===== src/rtl/fetch_pkg.sv =====
// Shared types and constants for the instruction-fetch stage.
package fetch_pkg;

  typedef enum logic [1:0] {
    StIdle,
    StFetch,
    StHold,
    StHalted
  } fetch_state_e;

  localparam logic [4:0]  OP_HALT   = 5'b00000;
  localparam logic [4:0]  OP_NOP    = 5'b00001;
  localparam logic [15:0] NOP_INSTR = {OP_NOP, 11'b0};
  localparam logic [15:0] PC_INC    = 16'h0002;

  function automatic logic is_halt(input logic [15:0] instr);
    return instr[15:11] == OP_HALT;
  endfunction

endpackage


===== src/rtl/cla_16.sv =====
// 16-bit carry-lookahead adder: four 4-bit groups with a second-level group-carry lookahead.
module cla_16 (
  input  logic [15:0] i_a,
  input  logic [15:0] i_b,
  input  logic        i_cin,
  output logic [15:0] o_sum
);

  logic [15:0] w_p;
  logic [15:0] w_g;
  logic [2:0]  w_gp;
  logic [2:0]  w_gg;
  logic [3:0]  w_gc;
  logic [15:0] w_c;

  assign w_p = i_a ^ i_b;
  assign w_g = i_a & i_b;

  always_comb begin
    w_gp = '0;
    w_gg = '0;
    for (int k = 0; k < 3; k++) begin
      w_gp[k] = &w_p[4*k +: 4];
      w_gg[k] = w_g[4*k+3] | (w_p[4*k+3] & w_g[4*k+2])
              | (w_p[4*k+3] & w_p[4*k+2] & w_g[4*k+1])
              | (w_p[4*k+3] & w_p[4*k+2] & w_p[4*k+1] & w_g[4*k]);
    end
  end

  // Group carries are fully expanded so no carry ripples between groups.
  assign w_gc[0] = i_cin;
  assign w_gc[1] = w_gg[0] | (w_gp[0] & i_cin);
  assign w_gc[2] = w_gg[1] | (w_gp[1] & w_gg[0]) | (w_gp[1] & w_gp[0] & i_cin);
  assign w_gc[3] = w_gg[2] | (w_gp[2] & w_gg[1]) | (w_gp[2] & w_gp[1] & w_gg[0])
                 | (w_gp[2] & w_gp[1] & w_gp[0] & i_cin);

  always_comb begin
    w_c = '0;
    for (int k = 0; k < 4; k++) begin
      w_c[4*k]   = w_gc[k];
      w_c[4*k+1] = w_g[4*k] | (w_p[4*k] & w_gc[k]);
      w_c[4*k+2] = w_g[4*k+1] | (w_p[4*k+1] & w_g[4*k])
                 | (w_p[4*k+1] & w_p[4*k] & w_gc[k]);
      w_c[4*k+3] = w_g[4*k+2] | (w_p[4*k+2] & w_g[4*k+1])
                 | (w_p[4*k+2] & w_p[4*k+1] & w_g[4*k])
                 | (w_p[4*k+2] & w_p[4*k+1] & w_p[4*k] & w_gc[k]);
    end
  end

  assign o_sum = w_p ^ w_c;

endmodule


===== src/rtl/fetch_unit.sv =====
// Instruction-fetch stage: owns the PC, fetches over req/ready, holds until retire.
// Optional PC alignment check enabled by defining FETCH_ALIGN_CHK_EN.
module fetch_unit
  import fetch_pkg::*;
#(
  parameter logic [15:0] RESET_PC = 16'h0000,
  parameter int unsigned WAIT_MAX = 8
) (
  input  logic        i_clk,
  input  logic        i_rst,
  input  logic [15:0] i_new_pc,
  input  logic        i_instr_done,
  output logic        o_imem_req,
  output logic [15:0] o_imem_addr,
  input  logic [15:0] i_imem_rdata,
  input  logic        i_imem_ready,
  output logic [15:0] o_instr,
  output logic [15:0] o_next_pc,
  output logic        o_instr_valid,
  output logic        o_halt,
  output logic        o_err
);

  localparam logic [7:0] WAIT_LAST = 8'(WAIT_MAX - 1);

`ifdef FETCH_ALIGN_CHK_EN
  localparam logic RESET_PC_BAD = RESET_PC[0];
  logic w_new_pc_bad;
  assign w_new_pc_bad = i_new_pc[0];
`else
  localparam logic RESET_PC_BAD = 1'b0;
  logic w_new_pc_bad;
  assign w_new_pc_bad = 1'b0;
`endif

  fetch_state_e r_state;
  logic [15:0]  r_pc;
  logic         r_req;
  logic [15:0]  r_instr;
  logic         r_valid;
  logic         r_halt;
  logic         r_err;
  logic [7:0]   r_wait_cnt;

  always_ff @(posedge i_clk) begin
    if (i_rst) begin
      r_state    <= StIdle;
      r_pc       <= RESET_PC;
      r_req      <= 1'b0;
      r_instr    <= NOP_INSTR;
      r_valid    <= 1'b0;
      r_halt     <= 1'b0;
      r_err      <= 1'b0;
      r_wait_cnt <= '0;
    end else begin
      unique case (r_state)
        StIdle: begin
          if (RESET_PC_BAD) begin
            r_err   <= 1'b1;
            r_halt  <= 1'b1;
            r_state <= StHalted;
          end else begin
            r_req   <= 1'b1;
            r_state <= StFetch;
          end
        end
        StFetch: begin
          // Ready takes priority over a timeout in the same cycle.
          if (i_imem_ready) begin
            r_instr    <= i_imem_rdata;
            r_wait_cnt <= '0;
            r_req      <= 1'b0;
            r_valid    <= 1'b1;
            r_state    <= StHold;
          end else if (r_wait_cnt == WAIT_LAST) begin
            r_err   <= 1'b1;
            r_halt  <= 1'b1;
            r_req   <= 1'b0;
            r_state <= StHalted;
          end else begin
            r_wait_cnt <= r_wait_cnt + 8'd1;
          end
        end
        StHold: begin
          if (i_instr_done) begin
            r_valid <= 1'b0;
            if (is_halt(r_instr)) begin
              r_halt  <= 1'b1;
              r_state <= StHalted;
            end else if (w_new_pc_bad) begin
              r_err   <= 1'b1;
              r_halt  <= 1'b1;
              r_state <= StHalted;
            end else begin
              r_pc    <= i_new_pc;
              r_req   <= 1'b1;
              r_state <= StFetch;
            end
          end
        end
        StHalted: begin
          r_req   <= 1'b0;
          r_valid <= 1'b0;
        end
        default: r_state <= StIdle;
      endcase
    end
  end

  cla_16 u_pc_inc (
    .i_a   (r_pc),
    .i_b   (PC_INC),
    .i_cin (1'b0),
    .o_sum (o_next_pc)
  );

  assign o_imem_req    = r_req;
  assign o_imem_addr   = r_pc;
  assign o_instr       = r_instr;
  assign o_instr_valid = r_valid;
  assign o_halt        = r_halt;
  assign o_err         = r_err;

endmodule


===== config.mk =====
export PLATFORM = sky130hd
export DESIGN_NAME = fetch_unit
export DESIGN_NICKNAME = d
export VERILOG_FILES = /design/src/rtl/fetch_pkg.sv /design/src/rtl/cla_16.sv /design/src/rtl/fetch_unit.sv
export SDC_FILE = /design/constraint.sdc
export NUM_CORES = 1
export LEC_CHECK = 0
export BUFFER_PORTS_ARGS = -buffer_cell sky130_fd_sc_hd__buf_2
export CAP_MARGIN = 20
export CORE_AREA = 2 2 104 56
export CTS_CLUSTER_DIAMETER = 120
export DETAILED_ROUTE_END_ITERATION = 8
export DIE_AREA = 0 0 106 58
export GPL_TIMING_DRIVEN = 0
export PLACE_DENSITY_LB_ADDON = 0.08
export REMOVE_ABC_BUFFERS = 1
export SYNTH_ARGS = -nofsm -noshare
export SYNTH_HDL_FRONTEND = slang
export SYNTH_SLANG_ARGS = --single-unit
export TNS_END_PERCENT = 20

===== constraint.sdc =====
create_clock -name i_clk -period 1.8 [get_ports i_clk]
set_input_delay 0.09 -clock i_clk [delete_from_list [all_inputs] [get_ports i_clk]]
set_output_delay 0.09 -clock i_clk [all_outputs]
set_load 0.05 [all_outputs]

==> out/qor.yml, run 1 <==
outcome:
  status: "finished clean"
final_layout:
  syn_to_final_growth_pct: 30.23
  layout-drive-gt1-share_pct: 35.95
  fin_util_pct: 54.27
  nNetsFinal: 375
  stdcell_count: 404
  design_area_mm2: 0.002851
  num_antenna_cells: 0
clock_tree:
  clk_latency_ns: 0.30
  root_buffer: "clkbuf_8"
  ctsHoldBuffers: 0
  htree_levels: 2
  numClockSinks: 46
  cts_tree: "built"
  clk_pin_slew_ns: 0.09
  clockBufferDepth: 2
  cts_buffers: 5
timing:
  fmax_mhz: 579.8
  tightestPinTransition_ns: 0.8548
  worst_slack_ns: 0.07541
  hold_violations: 0
  slew_violations: 0
  slew-limit-headroom_pct: 43.01
  clock_skew_ns: 0.007004
  grt_setup_unrepaired: "false"
  finalSetupViolCount: 0
  period_minus_slack_ns: 1.725
  finalCritPeriodShare_pct: 95.81
logic_synthesis:
  yosysMostFrequentCell: "dfxtp_1"
  synth.area.top_cells: "dfxtp_1, mux2i_1, nand2_1"
  synthCells: 247
  synth.cells.most_frequent: "dfxtp_1, nand2_1, nor2_1"
  avgSynthCellArea_um2: 8.865
  syn_area_mm2: 0.002190
  synth_cell_types: 46
  synth_top_cell_area_share_pct: 42.06
  synthFlopType: "dfxtp_1"
  synth-seq-cells: 46
  synth_seq_area_share_pct: 42.06
  yosys_warnings: 0
  synth_top_area_cell: "dfxtp_1"
  synthArstFlopShare_pct: 0
  synth-edff-count: 0
drt:
  ant_nets: 0
  wl_per_cell_um: 13.62
  dr_total_vias: 1985
  avgViaCountPerCell: 4.913
  drt_wl_total_um: 5503
  drc_errors: 0
  dr.pass1.iters: 4
  drtIter0Drc: 125
worst_setup_path:
  cpMaxStageDelayCell: "dfxtp_1"
  end_kind: "register"
  arrival_ns: 1.92
  timing.critical_path.slowest_cell_delay_ns: 0.43
  critPathKind: "reg2reg"
  crit_family: "flip-flops"
  critPathMaxFanout: 7
  path_cells: "ha_4 > nand4bb_1 > o21a_4 > nor3_4 > mux2_4"
  path_buf_inv: 0
  cp-start-kind: "register"
  cp_data_required_time_ns: 1.99
job:
  max-cap-violations: 0
die:
  dieHeight_um: 58
  die_w_um: 106
  pin_count: 88
  row_count: 19
  die_area_mm2: 0.006148
  core_area_mm2: 0.005254
  start_util_pct: 41.68
grt:
  grt_pass1_wl_um: 8921
  grt_usage_pct: 18.56
  antenna_found_initial: 0
  first_global_vias: 1831
  grt_overflow: 0
  grt_max_degree: 47
placed_design:
  gp_congestion: 0.7747
  dp.cells: 394
  portBuffers: 87
  postPlaceCellArea_mm2: 0.002638
  hpwl_um: 3931
  place_ws_ns: -0.2417
hold_path:
  hp-class: "in2reg"
power_and_ir_drop:
  vdd_drop_max_uv: 605.6
  powerDensity_mw_per_mm2: 1090
  power_leakage_nw: 1.289
==> tightest hold or removal path, delay by kind of cell <==
family,cells,cell delay [ns]
buffers and inverters,1,0.10
AOI/OAI and AO/OA,1,0.05
and+or+nand+nor,1,0.04
==> layout by cell type, fill, tap and decap left out, types with 4 or more instances in the layout <==
master / count
buf_4: 7
nand3_1: 7
inv_1: 8
dfxtp_1: 39
mux2i_1: 17
xnor2_1: 8
xor2_1: 4
nor2_1: 26
nand4_1: 4
dfxtp_2: 4
ha_1: 7
buf_2: 81
o21ai_0: 4
a21oi_1: 23
clkbuf_8: 5
nand2_1: 37
==> through the flow <==
| stage | TNS (ns) | hold WS (ns) | power [W] |
|---|---|---|---|
| after detailed placement | -0.6687 | 0.3256 | 0.002322 |
| final | 0 | 0.01297 | 0.003108 |
| after floorplan | -6.342 | 0.1591 | 0.002033 |
| after global routing | 0 | 0.004068 | 0.003289 |
| after global placement | -6.121 | 0.3171 | 0.002312 |
| after CTS | -0.04413 | 0.006904 | 0.003125 |
==> per-layer routing <==
metal  vias up  share of wire, %  global-route usage [%]
met5         -                 0                       0
met4         0              0.91                   5.075
met3         5               7.5                   6.412
met2        64                40                   26.45
met1       894                51                   26.78
li1       1022                 -                       -
==> power by group <==
part	switching (W)	internal [W]	leakage, nW
Combinational	0.000771	0.000335	0.854
Clock	0.000362	0.000409	0.0579
Sequential	0.0000957	0.00113	0.377
==> worst paths after layout <==
kind	cells past startpoint	startpoint	end	slack [ns]
setup / recovery	5	r_wait_cnt[0]	r_state[1]	0.08
setup reg to reg	5	r_wait_cnt[0]	r_state[1]	0.08
hold / removal	3	i_imem_rdata[6]	o_instr[6]	0.01
hold reg to reg	2	o_instr[7]	o_instr[7]	0.45
==> area by class of cell <==
class	count	area (um2)
repair buffers	90	484.2
inverters	8	30.03
clock inverters	3	40.04
multi-input cells	179	1200
fillers	512	2402
well taps	73	91.34
clock buffers	5	68.82
flip-flops and latches	46	937.1
==> state kept, by name (all words and copies together) (netlist names) <==
register,cells
o_imem_req,1
o_halt,1
r_state,2
o_instr,16
o_err,1
o_imem_addr,16
r_wait_cnt,8
o_instr_valid,1
==> cell families after synthesis <==
group,synth area share (%)
adders and majority gates,5.143
muxes,8.457
DFF,42.06
buffers and inverters,5.657
AOI/OAI and AO/OA,12.91
and+or+nand+nor,20.97
xor gates and xnor gates,4.800
==> repair_timing <==
action / in CTS / in global routing
pin swaps: 1 / 2
setup buffers: 0 / 2
endpoints found under the setup margin: 25 / 38
gates resized for setup: 15 / 13
Note: power is estimated with default switching activity, not from simulation.
==> run 2, diff against run 1 <==
--- a/config.mk
+++ b/config.mk
@@ -5,6 +5,7 @@
 export SDC_FILE = /design/constraint.sdc
 export NUM_CORES = 1
 export LEC_CHECK = 0
+export ABC_CLOCK_PERIOD_IN_PS = 1800
 export BUFFER_PORTS_ARGS = -buffer_cell sky130_fd_sc_hd__buf_2
 export CAP_MARGIN = 20
 export CORE_AREA = 2 2 104 56
==> constraint.sdc (replaced) <==
create_clock -name i_clk -period 1.8 [get_ports i_clk]
set_input_delay 0.54 -clock i_clk [delete_from_list [all_inputs] [get_ports i_clk]]
set_output_delay 0.54 -clock i_clk [all_outputs]
set_load 0.05 [all_outputs]
==> run 2 against run 1 <==
Net effect: via count grew 1.2%; fmax down 18%; first-iteration DRC count increased by 11%; global-route usage up 0.30 points; cell count rose by 0.74%; largest cell class unchanged; critical path depth grew 1; wire length is 0.76% higher; the flow now finishes with violations (setup timing); total power up 0.85%; clock power barely moved; sequential share of layout area down 1.1 points.
==> out/qor.yml, run 2 (synthesis gave the netlist of run 1 again) <==
grt:
  first_global_vias: 1847  # +0.87%
  grt_usage_pct: 18.86  # +0.30 points
  grt_overflow: 0  # unchanged
  grt_max_degree: 47  # unchanged
  antenna_found_initial: 0  # unchanged
  grt_pass1_wl_um: 9052  # +1.5%
timing:
  clock_skew_ns: 0.005271  # -0.001733 ns
  finalSetupViolCount: 11  # +11
  slew_violations: 0  # unchanged
  hold_violations: 0  # unchanged
  tightestPinTransition_ns: 0.8429  # -0.01195 ns
  worst_slack_ns: -0.3052  # -0.3806 ns
  fmax_mhz: 475.0  # -18%
  finalCritPeriodShare_pct: 117.0  # +21 points
  period_minus_slack_ns: 2.105  # +0.3806 ns
  grt_setup_unrepaired: "true"
  slew-limit-headroom_pct: 43.81  # +0.80 points
final_layout:
  final_common_cell: "buf_2"
  stdcell_count: 407  # +0.74%
  fin_util_pct: 56.66  # +2.4 points
  syn_to_final_growth_pct: 35.94
  nFillCells: 504  # -1.6%
  num_antenna_cells: 0  # unchanged
  mostFrequentLayoutCells: "buf_2, dfxtp_1, nand2_1"
  layout-drive-gt1-share_pct: 40.12  # +4.2 points
  nNetsFinal: 378  # +0.80%
  design_area_mm2: 0.002977  # +4.4%
die:
  dieHeight_um: 58  # unchanged
  core_area_mm2: 0.005254  # unchanged
  die_w_um: 106  # unchanged
  row_count: 19  # unchanged
  start_util_pct: 41.68  # unchanged
  die_area_mm2: 0.006148  # unchanged
  pin_count: 88  # unchanged
worst_setup_path:
  cp_data_required_time_ns: 1.26  # -0.73 ns
  worst-r2r-cell-count: 6  # +1
  cp_num_cells: 6  # +1
  r2r-start: "r_state[1]"
  cp-start-kind: "register"
  crit_end: "o_next_pc[9]"
  critPathMaxFanout: 7  # unchanged
  path_cells: "nand3_4 > nor3_4 > buf_6 > ha_4 > xor2_1 > buf_4"
  cp-startpoint: "o_imem_addr[3]"
  crit_family: "flip-flops"
  timing.critical_path.slowest_cell_delay_ns: 0.38  # -0.05 ns
  r2r-end: "r_state[1]"
  cpMaxStageDelayCell: "dfxtp_4"
  arrival_ns: 1.57  # -0.35 ns
  r2r_slack_ns: 0.07  # about the same
  path_buf_inv: 2  # +2
  critPathKind: "reg2out"
  end_kind: "primary output"
drt:
  drt_wl_total_um: 5545  # +0.76%
  wl_per_cell_um: 13.62  # about the same
  drc_errors: 0  # unchanged
  avgViaCountPerCell: 4.936  # +0.46%
  ant_nets: 0  # unchanged
  dr.pass1.iters: 4  # unchanged
  drtIter0Drc: 139  # +11%
  dr_total_vias: 2009  # +1.2%
clock_tree:
  numClockSinks: 46  # unchanged
  root_buffer: "clkbuf_8"
  clk_pin_slew_ns: 0.09  # about the same
  cts_tree: "built"
  clockBufferDepth: 2  # unchanged
  cts_buffers: 5  # unchanged
  ctsHoldBuffers: 0  # unchanged
  htree_levels: 2  # unchanged
  clk_latency_ns: 0.30  # about the same
hold_path:
  worstHoldPathCells: 2  # -1
  hp-class: "reg2reg"
placed_design:
  hpwl_um: 3931  # unchanged
  gp_congestion: 0.7747  # unchanged
  postPlaceCellArea_mm2: 0.002638  # unchanged
  place_ws_ns: -0.3893  # -0.1475 ns
  dp.cells: 394  # unchanged
  portBuffers: 87  # unchanged
power_and_ir_drop:
  sw_frac_of_total_pct: 39.64  # +0.098 points
  p_switching_w: 0.001243  # +1.1%
  intPower_w: 0.001892  # +0.69%
  seqPwrFrac_pct: 39.2  # -0.4 points
  powerDensity_mw_per_mm2: 1053  # -3.4%
  p_clk_share_pct: 24.6  # -0.2 points
  p_total_w: 0.003135  # +0.85%
  vdd_drop_max_uv: 605.8  # about the same
  p_comb_share_pct: 36.2  # +0.6 points
  power_leakage_nw: 1.300  # +0.85%
job:
  max-cap-violations: 0  # unchanged
outcome:
  status: "finished, violations left"
  failed_checks: "setup timing"
run 2: changes by cell type in the layout (fill, tap and decap cells not counted), moves of 3 or more:
cell / before / now
ha_4: 1 / 4
ha_1: 7 / 4
buf_4: 7 / 15
buf_2: 81 / 74
run 2: layout make-up:
cell class	count	area, um2	share of cell area (%)
flip-flops and latches	46	944.7	31.74
multi-input cells	179	1261	42.37
clock inverters	3	40.04	1.345
repair buffers	93	540.5	18.16
clock buffers	5	68.82	2.312
well taps	73	91.34	3.069
inverters	8	30.03	1.009
run 2: worst min-delay path by stage:
| stage | startpoint | end | slack (ns) |
|---|---|---|---|
| 2_1_floorplan | r_wait_cnt[7] | r_wait_cnt[7] | 0.45 |
| 3_3_place_gp | o_instr[4] | o_instr[4] | 0.44 |
| 3_5_place_dp | o_instr[9] | o_instr[9] | 0.44 |
| 4_1_cts | i_imem_rdata[0] | o_instr[0] | 0.46 |
| 5_1_grt | i_imem_rdata[0] | o_instr[0] | 0.45 |
| 6_report | o_instr[7] | o_instr[7] | 0.45 |
run 2: metrics by stage:
stage          hold WS (ns)  TNS (ns)
2_1_floorplan        0.4524    -11.76
3_3_place_gp         0.4385    -8.655
3_5_place_dp         0.4444    -3.251
4_1_cts              0.4569    -2.459
5_1_grt              0.4539    -3.423
6_report             0.4544    -2.202
run 2: timing repair:
action	4_1_cts	5_1_grt
setup buffers	5	0
resized for setup	43	13
pin swaps	6	4
setup endpoints to repair	30	42
run 2: worst register-to-register path: stages (launching register included):
cell and delay, ns:
dfxtp_1 0.36, inv_1 0.12, ha_2 0.30, nor2b_4 0.29, o21a_4 0.20, nor3_4 0.05
mux2_4 0.30
run 2: per-layer routing:
metal / track usage [%] / vias up / part of all wire (%) / wire length [um]
met5: 0 / - / 0 / 0
met4: 5.075 / 0 / 0.83 / 46
met3: 6.299 / 6 / 6.9 / 384
met2: 26.64 / 63 / 42 / 2305
met1: 27.57 / 916 / 51 / 2808
li1: - / 1024 / - / -
run 2: power groups by stage:
stage | Sequential (W) | Clock, W | Combinational [W]
after floorplan | 0.00155 | 0 | 0.000479
after global placement | 0.00124 | 0 | 0.00107
after detailed placement | 0.00125 | 0 | 0.00108
after CTS | 0.00122 | 0.000800 | 0.00111
after global routing | 0.00125 | 0.000841 | 0.00123
final | 0.00123 | 0.000771 | 0.00113
